[src/rtl/line_feed_arbiter.sv]
// Two-source line feeder: grants one producer per whole line into the
// shared line buffer and sequences a job of cfg_lines lines.
`timescale 1ns/1ps
module line_feed_arbiter #(
   parameter int DW    = 8,
   parameter int ELEMS = 4,
   parameter int NL_W  = 4
) (
   input  logic            clk,
   input  logic            rst,
   input  logic            start,
   input  logic [NL_W-1:0] cfg_lines,
   input  logic            req0_valid,
   input  logic [DW-1:0]   req0_data,
   output logic            req0_ready,
   input  logic            req1_valid,
   input  logic [DW-1:0]   req1_data,
   output logic            req1_ready,
   output logic            buf_valid,
   output logic [DW-1:0]   buf_data,
   input  logic            buf_line_ready,
   output logic            line_done,
   output logic            line_src,
   output logic [NL_W-1:0] lines_left,
   output logic            busy,
   output logic            done,
   output logic            err
);

   localparam int CW = $clog2(ELEMS);

   typedef enum logic [2:0] {
      IDLE, ARB, XFER, WAIT_LINE, FIN
   } state_t;

   state_t        state, state_nx;
   logic          rr, owner;
   logic [CW-1:0] elem_cnt;
   logic          grant, winner;
   logic          fire, last, line_ok, accept;
   logic [DW-1:0] fire_data;

   assign grant   = req0_valid | req1_valid;
   assign winner  = rr ? req1_valid : ~req0_valid;
   assign fire    = (state == XFER) &
                    (owner ? req1_valid : req0_valid);
   assign fire_data = owner ? req1_data : req0_data;
   assign last    = fire & (elem_cnt == CW'(ELEMS - 1));
   assign line_ok = (state == WAIT_LINE) & buf_line_ready;
   assign accept  = (state == IDLE) & start;

   always_ff @(posedge clk or posedge rst) begin
      if (rst) state <= IDLE;
      else     state <= state_nx;
   end

   always_comb begin
      state_nx = state;
      case (state)
         IDLE:
            if (start)
               state_nx = (cfg_lines == '0) ? FIN : ARB;
         ARB:
            if (grant) state_nx = XFER;
         XFER:
            if (last) state_nx = WAIT_LINE;
         WAIT_LINE:
            if (buf_line_ready)
               state_nx = (lines_left == NL_W'(1)) ? FIN : ARB;
         FIN:
            state_nx = IDLE;
         default:
            state_nx = IDLE;
      endcase
   end

   always_comb begin
      req0_ready = 1'b0;
      req1_ready = 1'b0;
      busy       = (state != IDLE);
      done       = (state == FIN);
      if (state == XFER) begin
         req0_ready = ~owner;
         req1_ready = owner;
      end
   end

   // Datapath and bookkeeping; the owner is held until the whole line lands.
   always_ff @(posedge clk or posedge rst) begin
      if (rst) begin
         rr         <= 1'b0;
         owner      <= 1'b0;
         elem_cnt   <= '0;
         buf_valid  <= 1'b0;
         buf_data   <= '0;
         line_done  <= 1'b0;
         line_src   <= 1'b0;
         lines_left <= '0;
         err        <= 1'b0;
      end else begin
         buf_valid <= fire;
         if (fire) buf_data <= fire_data;
         line_done <= line_ok;
         if (accept)
            lines_left <= cfg_lines;
         else if (line_ok)
            lines_left <= lines_left - 1'b1;
         if (state == ARB && grant) begin
            owner    <= winner;
            line_src <= winner;
            elem_cnt <= '0;
         end else if (fire) begin
            elem_cnt <= elem_cnt + 1'b1;
         end
         if (line_ok) rr <= ~owner;
         // A stray line-ready pulse on the same edge as a start still flags.
         err <= (err & ~accept) |
                (buf_line_ready & (state != WAIT_LINE));
      end
   end

endmodule

[config.mk]
export PLATFORM = sky130hd
export DESIGN_NAME = line_feed_arbiter
export DESIGN_NICKNAME = d
export VERILOG_FILES = /design/src/rtl/line_feed_arbiter.sv
export SDC_FILE = /design/constraint.sdc
export NUM_CORES = 1
export LEC_CHECK = 0
export ABC_CLOCK_PERIOD_IN_PS = 1700
export BUFFER_PORTS_ARGS = -buffer_cell sky130_fd_sc_hd__buf_4
export CORE_UTILIZATION = 25
export CTS_CLUSTER_DIAMETER = 200
export DETAILED_ROUTE_END_ITERATION = 8
export PLACE_DENSITY_LB_ADDON = 0.2
export SETUP_SLACK_MARGIN = 0.05
export SLEW_MARGIN = 20
export SYNTH_ARGS = -nofsm -noshare
export SYNTH_HDL_FRONTEND = slang
export SYNTH_SLANG_ARGS = --single-unit
[constraint.sdc]
create_clock -name clk -period 1.7 [get_ports clk]
set_input_delay 0.255 -clock clk [delete_from_list [all_inputs] [get_ports clk]]
set_output_delay 0.255 -clock clk [all_outputs]
set_load 0.005 [all_outputs]
==> results.cfg <==
[power_and_ir_drop]
power.switching_uw = 1020
p_comb_share_pct = 49.8
p_clk_share_pct = 16.8
peakVddDrop_mv = 0.533
leakage_uw = 0.000819
power_frac_seq_pct = 33.4
switching_share_pct = 35.3
power_density_nw_per_um2 = 1700
p_int_uw = 1880

[job]
max_cap_violations = 0

[synthesis]
syn-cell-area_um2 = 1200
syn-num-nets = 148
synth_edf_count = 0
ys_seq_area_share_pct = 45.9
async_reset_ff_share_pct = 100
synthCells = 119
synth_seq_cells = 22
synth_flop_cell = dfrtp_1
yosys_warnings = 0
ys_types = 40
syn_avg_cell_area_um2 = 10.1

[cts]
numCtsBuffers = 3
htreeDepth = 1
clockBufferDepth = 2
clk_pin_slew_ps = 80
cts_tree = yes
cts_sinks = 22
root_buffer = clkbuf_8
clkLatencyLatePin_ps = 260

[outcome]
violations = design-rule violations
outcome = finished with violations

[timing]
rsz0062_at_grt = yes
min_period_ps = 1610
skew_ps = 5.11
post-route-period-util_pct = 94.7
report.final.slew_viol_count = 0
worst_pin_slew_ps = 362
fmax_mhz = 621
finalSetupViolations = 0
slew_headroom_pct = 75.4
hold_viol = 0
fin_setup_tns_ps = 0
fin_hold_ws_ps = 16.8

[layout]
layout-drive-gt1-share_pct = 41.5
fillCellCount = 452
syn_to_final_growth_pct = 42.6
diodes = 0
layout_common_cells = buf_4, dfrtp_1, nor2_1, a21oi_1, mux2i_1
final_net_count = 201
final_util_pct = 38.2
layout_commonest_cell = buf_4

[global_route]
grt_overflow = 0
grt_first_pass_wirelength_mm = 4.72
antenna_found_initial = 0
first_global_vias = 1060
grt_max_degree = 23
grt_use_total_pct = 11.7

[worst_setup_path]
worstPathCellList = or3b_4 > nor2_1 > buf_4
critPathRequiredTime_ps = 1440
slowest_delay_ps = 440
arrival_ps = 1350
crit_slowest_cell = dfrtp_2
endpoint_kind = output pin
crit_type = flip-flop to output pin
crit_fanout = 5
worstSetupStartpointType = flip-flop

[route]
wl_per_cell_um = 12.8
dr.first_iter.drc_count = 43
drc = 2
route.vias.total = 1048
ant_nets = 0
viasPerCell = 4.70
drt_wl_total_mm = 2.84
drt_first_pass_iters = 6

[floorplanning]
io_pins = 46
coreArea_um2 = 4470
dieArea_um2 = 5080
start_util_pct = 26.8
die_w_um = 71.2
dieHeight_um = 71.2
rows = 24

[worst_hold_path]
hold_class = input pin to asynchronous set/reset pin

[placed_design]
place_congestion = 0.844
place_hpwl_mm = 2.18
io_buffers = 45
==> area by class of cell <==
| type | instances | area [um2] | share of cell area, % |
|---|---|---|---|
| well taps | 52 | 65.1 | 3.81 |
| repair buffers | 54 | 418 | 24.5 |
| multi-input cells | 83 | 571 | 33.4 |
| inverters | 8 | 30.0 | 1.76 |
| flip-flops and latches | 22 | 554 | 32.4 |
| clock inverters | 1 | 30.0 | 1.76 |
| clock buffers | 3 | 41.3 | 2.42 |
==> per-layer routing <==
| metal | wire [um] | GRT usage, % | share of wire [%] | vias to the layer above |
|---|---|---|---|---|
| met3 | 176 | 3.09 | 6.2 | 2 |
| met4 | 18 | 3.56 | 0.63 | 0 |
| met2 | 1440 | 19.5 | 51 | 36 |
| met5 | 0 | 0 | 0 | - |
| li1 | - | - | - | 514 |
| met1 | 1210 | 14.8 | 42 | 496 |
==> synth_stat cells, types with 3 or more instances <==
| cell | count | area [um2] |
|---|---|---|
| a21oi_1 | 11 | 55.1 |
| nand2_1 | 8 | 30.0 |
| inv_1 | 8 | 30.0 |
| dfrtp_1 | 22 | 551 |
| mux2i_1 | 9 | 90.1 |
| nor2_1 | 16 | 60.1 |
| ha_1 | 3 | 37.5 |
| o21ai_0 | 3 | 15.0 |
==> final timing paths <==
kind | start | end | slack (ps) | depth (start not counted)
worst max-delay path | state[2]$_DFFE_PP0P_ | req1_ready | 90 | 3
worst min-delay path | rst | lines_left[0]$_DFFE_PP0P_ | 20 | 3
worst max register to register | state[2]$_DFFE_PP0P_ | elem_cnt[1]$_DFFE_PP0P_ | 150 | 5
worst min register to register | state[2]$_DFFE_PP0P_ | state[1]$_DFFE_PP0P_ | 490 | 1
max in group asynchronous | rst | state[0]$_DFFE_PP0P_ | 1440 | 3
min in group clk | req0_valid | owner$_DFFE_PP0P_ | 230 | 2
==> power by group through the flow <==
stage | Clock, uW | Combinational (uW) | Sequential [uW]
2_1_floorplan | 0 | 880 | 939
3_3_place_gp | 0 | 1360 | 977
3_5_place_dp | 0 | 1390 | 984
4_1_cts | 503 | 1440 | 974
5_1_grt | 525 | 1610 | 1010
6_report | 489 | 1450 | 970
==> critical path, delay by kind of cell (launching register included) <==
kind	cells	cell delay, ps
DFF	1	440
and+or+nand+nor	2	530
buffers and inverters	1	120
==> sequential cells by signal (all words and copies together), names as in the netlist, 2 cells and up <==
name        cells
lines_left      4
buf_data        8
elem_cnt        2
state           3
==> what timing repair did <==
action | CTS | global route
pin swaps | 0 | 1
cloned | 0 | 0
resized for setup | 3 | 2
setup buffers | 2 | 2
hold buffers | 0 | 0
endpoints found under the setup margin | 2 | 2
==> per-stage QoR <==
| stage | worst slack [ps] | power, uW | cells | instance area (um2) |
|---|---|---|---|---|
| final | 90.8 | 2910 | 223 | 1710 |
| after global routing | 16.0 | 3140 | 223 | 1710 |
| after CTS | 59.4 | 2920 | 221 | 1690 |
| after detailed placement | 159 | 2370 | 215 | 1600 |
| after global placement | 201 | 2340 | 215 | 1600 |
| after floorplan | 261 | 1820 | 119 | 1200 |
==> logic make-up (layout without fill, tap and decap cells) <==
| logic type | count (synthesis) | count (layout) | share of synthesized area [%] |
|---|---|---|---|
| xor gates and xnor gates | 3 | 3 | 2.19 |
| AOI/OAI and AO/OA | 28 | 28 | 15.1 |
| buffers and inverters | 14 | 66 | 6.89 |
| and+or+nand+nor | 39 | 39 | 18.1 |
| adders and majority gates | 3 | 3 | 3.13 |
| muxes | 10 | 10 | 8.66 |
| DFF | 22 | 22 | 45.9 |
(Power assumes the default switching activity.)
